<file path="config.mk">
export PLATFORM = sky130hd
export DESIGN_NAME = hermes_input_buffer
export DESIGN_NICKNAME = d
export VERILOG_FILES = /design/src/rtl/hermes_input_buffer_pkg.sv /design/src/rtl/hermes_input_buffer_fifo.sv /design/src/rtl/hermes_input_buffer.sv
export SDC_FILE = /design/constraint.sdc
export NUM_CORES = 1
export LEC_CHECK = 0
export ABC_AREA = 1
export CAP_MARGIN = 25
export CELL_PAD_IN_SITES_DETAIL_PLACEMENT = 1
export CELL_PAD_IN_SITES_GLOBAL_PLACEMENT = 1
export CORE_ASPECT_RATIO = 0.75
export CORE_UTILIZATION = 37
export DETAILED_ROUTE_END_ITERATION = 6
export PLACE_DENSITY_LB_ADDON = 0.1
export SETUP_SLACK_MARGIN = 0.2
export SKIP_CTS_REPAIR_TIMING = 1
export SYNTH_ARGS = -nofsm -noshare
export SYNTH_HDL_FRONTEND = slang
export SYNTH_SLANG_ARGS = --single-unit
</file>
<file path="constraint.sdc">
create_clock -name clk_i -period 4 [get_ports clk_i]
set_input_delay 0.8 -clock clk_i [delete_from_list [all_inputs] [get_ports clk_i]]
set_output_delay 0.8 -clock clk_i [all_outputs]
set_load 0.05 [all_outputs]
</file>
<file path="src/rtl/hermes_input_buffer_pkg.sv">
// Shared Hermes router definitions: port count, port identifiers and
// the default input-buffer depth.
package HermesPkg;

    localparam int NPORT              = 5;
    localparam int HERMES_BUFFER_SIZE = 8;

    typedef enum logic [2:0] {
        EAST,
        WEST,
        NORTH,
        SOUTH,
        LOCAL
    } hermes_port_t;

endpackage

</file>
<file path="src/rtl/hermes_input_buffer_fifo.sv">
// Circular flit FIFO with wrap-bit pointers; the read port shows the
// head entry directly, and pushes while full are dropped.
module hermes_fifo #(
    parameter int FLIT_SIZE   = 32,
    parameter int BUFFER_SIZE = 8
) (
    input  logic                 clk_i,
    input  logic                 rst_ni,
    input  logic                 push_i,
    input  logic                 pop_i,
    input  logic [FLIT_SIZE-1:0] data_i,
    output logic [FLIT_SIZE-1:0] data_o,
    output logic                 full_o,
    output logic                 empty_o
);

    localparam int AW = $clog2(BUFFER_SIZE);

    logic [FLIT_SIZE-1:0] mem_q [BUFFER_SIZE];
    logic [AW:0]          wr_q;
    logic [AW:0]          rd_q;
    logic                 do_push;
    logic                 do_pop;

    assign full_o  = (wr_q[AW] != rd_q[AW]) &&
                     (wr_q[AW-1:0] == rd_q[AW-1:0]);
    assign empty_o = (wr_q == rd_q);
    assign do_push = push_i && !full_o;
    assign do_pop  = pop_i && !empty_o;
    assign data_o  = mem_q[rd_q[AW-1:0]];

    // Power-of-two depth lets the index wrap for free into the wrap bit.
    always_ff @(posedge clk_i or negedge rst_ni) begin
        if (!rst_ni) begin
            for (int i = 0; i < BUFFER_SIZE; i++) begin
                mem_q[i] <= '0;
            end
            wr_q <= '0;
            rd_q <= '0;
        end else begin
            if (do_push) begin
                mem_q[wr_q[AW-1:0]] <= data_i;
                wr_q                <= wr_q + 1'b1;
            end
            if (do_pop) begin
                rd_q <= rd_q + 1'b1;
            end
        end
    end

endmodule

</file>
<file path="src/rtl/hermes_input_buffer.sv">
// Hermes per-port input buffer: queues flits, requests a route, then
// streams header, size and payload while holding sending_o.
module hermes_input_buffer
    import HermesPkg::*;
#(
    parameter int FLIT_SIZE   = 32,
    parameter int BUFFER_SIZE = HERMES_BUFFER_SIZE
) (
    input  logic                 clk_i,
    input  logic                 rst_ni,
    input  logic                 rx_i,
    input  logic [FLIT_SIZE-1:0] data_i,
    output logic                 credit_o,
    output logic                 req_o,
    input  logic                 ack_i,
    output logic                 sending_o,
    output logic                 tx_o,
    output logic [FLIT_SIZE-1:0] data_o,
    input  logic                 credit_i
);

    typedef enum logic [4:0] {
        S_IDLE    = 5'b00001,
        S_REQ     = 5'b00010,
        S_HEADER  = 5'b00100,
        S_SIZE    = 5'b01000,
        S_PAYLOAD = 5'b10000
    } state_e;

    state_e               state_q, state_d;
    logic [FLIT_SIZE-1:0] cnt_q, cnt_d;
    logic                 sending_q, sending_d;
    logic                 full;
    logic                 empty;
    logic                 pop;
    logic                 last;

    hermes_fifo #(
        .FLIT_SIZE  (FLIT_SIZE),
        .BUFFER_SIZE(BUFFER_SIZE)
    ) u_fifo (
        .clk_i  (clk_i),
        .rst_ni (rst_ni),
        .push_i (rx_i),
        .pop_i  (pop),
        .data_i (data_i),
        .data_o (data_o),
        .full_o (full),
        .empty_o(empty)
    );

    assign credit_o  = !full;
    assign tx_o      = (state_q inside {S_HEADER, S_SIZE, S_PAYLOAD}) && !empty;
    assign pop       = tx_o && credit_i;
    assign sending_o = sending_q;

    always_comb begin
        state_d   = state_q;
        cnt_d     = cnt_q;
        sending_d = sending_q;
        req_o     = 1'b0;
        last      = 1'b0;
        unique case (state_q)
            S_IDLE: begin
                if (!empty) state_d = S_REQ;
            end
            S_REQ: begin
                req_o = 1'b1;
                if (ack_i) begin
                    state_d   = S_HEADER;
                    sending_d = 1'b1;
                end
            end
            S_HEADER: begin
                if (pop) state_d = S_SIZE;
            end
            S_SIZE: begin
                if (pop) begin
                    cnt_d = data_o;
                    if (data_o == '0) begin
                        state_d = S_IDLE;
                        last    = 1'b1;
                    end else begin
                        state_d = S_PAYLOAD;
                    end
                end
            end
            S_PAYLOAD: begin
                if (pop) begin
                    cnt_d = cnt_q - FLIT_SIZE'(1);
                    if (cnt_q == FLIT_SIZE'(1)) begin
                        state_d = S_IDLE;
                        last    = 1'b1;
                    end
                end
            end
            default: state_d = S_IDLE;
        endcase
        // Dropping on the final pop frees the output before the next request.
        if (last) sending_d = 1'b0;
    end

    always_ff @(posedge clk_i or negedge rst_ni) begin
        if (!rst_ni) begin
            state_q   <= S_IDLE;
            cnt_q     <= '0;
            sending_q <= 1'b0;
        end else begin
            state_q   <= state_d;
            cnt_q     <= cnt_d;
            sending_q <= sending_d;
        end
    end

endmodule
</file>
Yosys cells after proc, flatten, opt, wreduce, memory -nomap -nowiden
Cells that the tools add are included.
{"block": "word_totals", "regBits": 302, "inputBits": 37, "output_inout_bits": 36}
{"block": "classes", "addsub": 3, "magnitude_cmp": 3, "eq_ne": 15, "n_mux": 26, "n_bitwise": 2, "n_reduce_logical": 16}
{"cell": "$bwmux 256", "n": 1}
{"cell": "$mux 32", "n": 5}
{"cell": "$bmux 32 s3", "n": 1}
{"cell": "$demux 32 s3", "n": 1}
{"cell": "$pmux 32 s2", "n": 1}
{"cell": "$mux 5", "n": 7}
{"cell": "$eq 32x1->1 const B", "n": 1}
{"cell": "$logic_not 32->1", "n": 1}
{"cell": "$sub 32x1->32 const B", "n": 1}
{"cell": "$pmux 5 s5", "n": 1}
{"cell": "$add 4x1->4 const B", "n": 2}
{"cell": "$ge 4x4->1 const B", "n": 2}
{"cell": "$mux 1", "n": 8}
{"cell": "$ne 2x1->1 const B", "n": 4}
{"cell": "$not 3->4", "n": 2}
{"cell": "$logic_and 1x1->1", "n": 6}
{"cell": "$reduce_and 6->1", "n": 1}
{"cell": "$reduce_bool 2->1", "n": 3}
{"cell": "$eq 5x1->1 const B", "n": 1}
{"cell": "$eq 5x2->1 const B", "n": 1}
{"cell": "$eq 5x3->1 const B", "n": 1}
{"cell": "$eq 5x4->1 const B", "n": 1}
{"cell": "$eq 5x5->1 const B", "n": 1}
{"cell": "$eq 4x4->1", "n": 1}
{"cell": "9 further kinds", "n": 11}

Depth between registers and ports, before layout
{"block": "depth", "depth_word": 10, "mapped_depth": 16, "ltp_nobuf": 13}

Modules after synthesis
From an unflattened synthesis, not the netlist that was laid out.
{"block": "unflattened", "cells_unflattened": 2310, "area_unflattened_um2": 16747.3}
{"mod": "hermes_fifo", "n_inst": 1, "cells_each": 1773, "area_per_inst_um2": 13551.7}
{"mod": "hermes_input_buffer", "n_inst": 1, "cells_each": 537, "area_per_inst_um2": 3195.6}

Least setup slack after synthesis
No wires, ideal clock.
{"block": "synth_timing", "path_type": "register -> output", "startpoint": "reg state_q[2]", "endpoint": "out req_o", "arrival_time_ns": 2.303, "required_time_ns": 3.200, "path_slack_ns": 0.897, "stages_incl_launch_ff": 3, "cell_sequence": "dfrtp_1 -> or2_1 -> nor4_1"}
{"block": "synth_via", "elab_chain_len": 2}
{"element": "start: declaration", "line_no": "hermes_input_buffer.sv:30", "source": "state_e state_q, state_d;"}
{"element": "start signal: assignment", "line_no": "hermes_input_buffer.sv:109", "source": "state_q <= state_d;"}
{"element": "$eq 5x2->1", "line_no": "hermes_input_buffer.sv:63", "source": "unique case (state_q)"}
{"element": "$mux 1", "line_no": "hermes_input_buffer.sv:63"}
{"element": "end: declaration", "line_no": "hermes_input_buffer.sv:14", "source": "output logic req_o,"}
Every way passes these cells.

Final worst setup path
{"block": "layout_timing", "startpoint": "reg u_fifo.rd_q[1]", "endpoint": "out data_o[16]"}
{"block": "layout_via", "elab_chain_len": 4}
{"element": "start: declaration", "line_no": "hermes_input_buffer_fifo.sv:21", "source": "logic [AW:0] rd_q;"}
{"element": "start signal: assignment", "line_no": "hermes_input_buffer_fifo.sv:46", "source": "rd_q <= rd_q + 1'b1;"}
{"element": "$not 3->4 (implied by the code)", "line_no": "hermes_input_buffer_fifo.sv:30", "source": "assign data_o = mem_q[rd_q[AW-1:0]];"}
{"element": "$bmux 32 s3", "line_no": "hermes_input_buffer_fifo.sv:30"}
{"element": "$mux 32 (implied by the code) (2 in a row)", "line_no": "hermes_input_buffer_fifo.sv:30"}
{"element": "end: declaration", "line_no": "hermes_input_buffer.sv:18", "source": "output logic [FLIT_SIZE-1:0] data_o,"}
Every way passes these cells. The select of a mux whose other input is x is not followed.

==> flow_metrics.tcl <==
set metrics [dict create \
    status "completed" \
    yosys_register_bits 302 \
    hold_class "in -> async" \
    grt_pass1_vias 14300 \
    finalHoldViolations 0 \
    ios 73 \
    wl_um 48200 \
    num_vias 13500 \
    crit_required_ps 3200 \
    grt_first_pass_wirelength_um 79700 \
    start_util_pct 37.9 \
    tightest_slew_ps 884 \
    relSlewSlack_pct 41.1 \
    cp.arrival_ps 2660 \
    drc 0 \
    intPower_uw 9230 \
    setup_slack_ps 542 \
    crit_path_end_kind "primary output" \
    num_rows 64 \
    die_y_um 180 \
    pwr-share-seq_pct 30.1 \
    drive_gt1_share_pct 7.08 \
    diodes 0 \
    crit_path_max_fanout 64 \
    synth-async-reset-ratio_pct 100 \
    ff_latch_area_mm2 0.00756 \
    dieArea_mm2 0.0429 \
    crit_path_end "data_o[16]" \
    power.switching_uw 7980 \
    period_share_pct 86.5 \
    dp_hpwl_um 30400 \
    drv_cap 0 \
    antenna_found_initial 0 \
    track_usage_pct 23.5 \
    area_growth_pct 15.7 \
    drt_iter0_drc 778 \
    numCtsBuffers 34 \
    r2r-end "state_q[4]$_DFFE_PN0P_" \
    avgViaCountPerCell 5.01 \
    grt_setup_unrepaired "false" \
    synth_edf_count 0 \
    die_w_um 239 \
    mappedNetlistNets 2132 \
    fin_crit_ps 3460 \
    synth-seq-area-share_pct 48.6 \
    nets 2152 \
    clock_latency_ps 520 \
    peakVddDrop_mv 0.495 \
    firstDrtPassIters 5 \
    setup_viol 0 \
    rrSetupSlack_ps 1020 \
    avgSynthCellArea_um2 7.44 \
    setup_tns_ps 0 \
    clkPwrFrac_pct 18.0 \
    yosys_warnings 0 \
    grt_max_degree 97 \
    n_fill_cell 5051 \
    root_buffer "clkbuf_16" \
    maxSlewViolCount 0 \
    swShare_pct 46.4 \
    fmax_mhz 289 \
    core-area_mm2 0.0411 \
    clock_skew_ps 11.9 \
    leakage_uw 0.00909 \
    clockBufferDepth 3 \
    comb_power_share_pct 51.8 \
    path_clk_slew_ps 60 \
    rr_startpoint "u_fifo.rd_q[0]$_DFFE_PN0P_" \
    rr_worst_depth 12 \
    gp_congestion 0.808 \
    start_kind "flip-flop" \
    synthesis.area_mm2 0.0156 \
    multi_input_area_mm2 0.00632 \
    dp_slack_ps 999 \
    clock-sinks 302 \
    power_density_mw_per_mm2 956 \
    critPathLaunch "u_fifo.rd_q[1]$_DFFE_PN0P_" \
    cts_tree "done" \
    synthFlopType "dfrtp_1" \
    overflow 0 \
    portBuffers 72 \
    htreeDepth 2 \
    ant_nets 0 \
    synth.distinct_cells 38 \
    synthCells 2091 \
    path_class "reg -> out" \
    wire_per_inst_um 17.9 \
]
[placed cells by master, fill, tap and decap left out, drive strengths merged]
master         Yosys  layout
nand3            152     152
buf              102      63
xnor2              7       7
o211ai             9       9
xor2              21      21
clkbuf            14      46
nand3b             1       1
o22ai              2       2
dfrtp            301     301
ha                 4       4
a21oi             13      13
nand2            753     753
inv              276     277
nor4               4       4
nand4             15      15
clkinvlp           0       2
or2                1       1
a21o               1       1
nor2              85      85
bufinv             0       2
clkdlybuf4s50      0      37
clkinv             2       9
dfstp              1       1
nor3               3       3
o21ai            324     324
[how the worst min path moves through the flow]
| stage | from | to | depth (start not counted) |
|---|---|---|---|
| final | rst_ni | u_fifo.mem_q[42]$_DFFE_PN0P_ | 1 |
| after global routing | rst_ni | u_fifo.mem_q[42]$_DFFE_PN0P_ | 1 |
| after CTS | rst_ni | u_fifo.mem_q[42]$_DFFE_PN0P_ | 1 |
| after detailed placement | u_fifo.mem_q[189]$_DFFE_PN0P_ | u_fifo.mem_q[189]$_DFFE_PN0P_ | 2 |
| after global placement | u_fifo.mem_q[189]$_DFFE_PN0P_ | u_fifo.mem_q[189]$_DFFE_PN0P_ | 2 |
| after floorplan | u_fifo.mem_q[2]$_DFFE_PN0P_ | u_fifo.mem_q[2]$_DFFE_PN0P_ | 2 |
[stage by stage]
step | power (µW) | hold WS [ps] | cell area, µm² | utilization, % | instances
after detailed placement | 14200 | 470 | 16900 | 41.2 | 2636
after global placement | 14000 | 465 | 16900 | 41.2 | 2635
final | 17200 | 271 | 18000 | 43.8 | 2694
after global routing | 18600 | 333 | 18000 | 43.8 | 2694
after floorplan | 10800 | 448 | 15600 | - | 2091
after CTS | 17400 | 319 | 18000 | 43.8 | 2694
[registers in the layout, indices dropped and copies added, names as in the netlist]
signal / count
u_fifo.mem_q: 256
cnt_q: 32
state_q: 5
u_fifo.rd_q: 4
u_fifo.wr_q: 4
sending_o: 1
[final cells by class]
cell class | instances | area share [%]
well taps | 561 | 3.90
clock inverters | 12 | 0.660
multi-input cells | 1395 | 35.1
repair buffers | 100 | 7.20
clock buffers | 46 | 5.26
flip-flops and latches | 302 | 42.0
inverters | 278 | 5.87
[worst max-delay path, stage by stage, from the launching register on]
cell,delay [ps]
dfrtp_2,540
inv_2,100
buf_4,670
nand3_1,150
nand3_1,100
nand2_1,150
inv_1,200
buf_12,160
[power by group through the flow]
stage          sequential, µW  clock [µW]  combinational [µW]
2_1_floorplan            4920           0                5910
3_3_place_gp             5160           0                8860
3_5_place_dp             5220           0                9020
4_1_cts                  5180        3200                9070
5_1_grt                  5350        3300                9930
6_report                 5180        3100                8910
[logic make-up after synthesis]
family                   count (synthesis)  synth area share, %
adder cells (fa/ha/maj)                  4                0.322
AND/OR/NAND/NOR                       1014                 27.2
AO/OA/AOI/OAI                          349                 11.5
buffers and inverters                  394                 10.8
XOR/XNOR                                28                 1.58
flip-flops                             302                 48.6
[Yosys cell counts, drive strengths merged, types with 2 or more instances]
library cell  count  area share [%]
nand4            15             1.3
xnor2             7            0.39
xor2             21             1.2
dfrtp           301              48
nor2             85             2.2
buf             102             3.7
o211ai            9            0.43
nor4              4            0.16
o22ai             2           0.080
clkinv            2           0.080
ha                4            0.32
a21oi            13            0.42
nand2           753              18
inv             276             6.7
clkbuf           14            0.34
nand3           152             4.9
o21ai           324              11
nor3              3            0.23
[routing by layer]
metal	global-route usage (%)	wire length [µm]	up-vias
met5	0	0	-
met4	5.56	914	0
met3	2.86	1570	52
met2	38.2	22000	176
met1	33.4	23700	6710
li1	-	-	6568
Note: power is estimated with default switching activity, not from simulation.
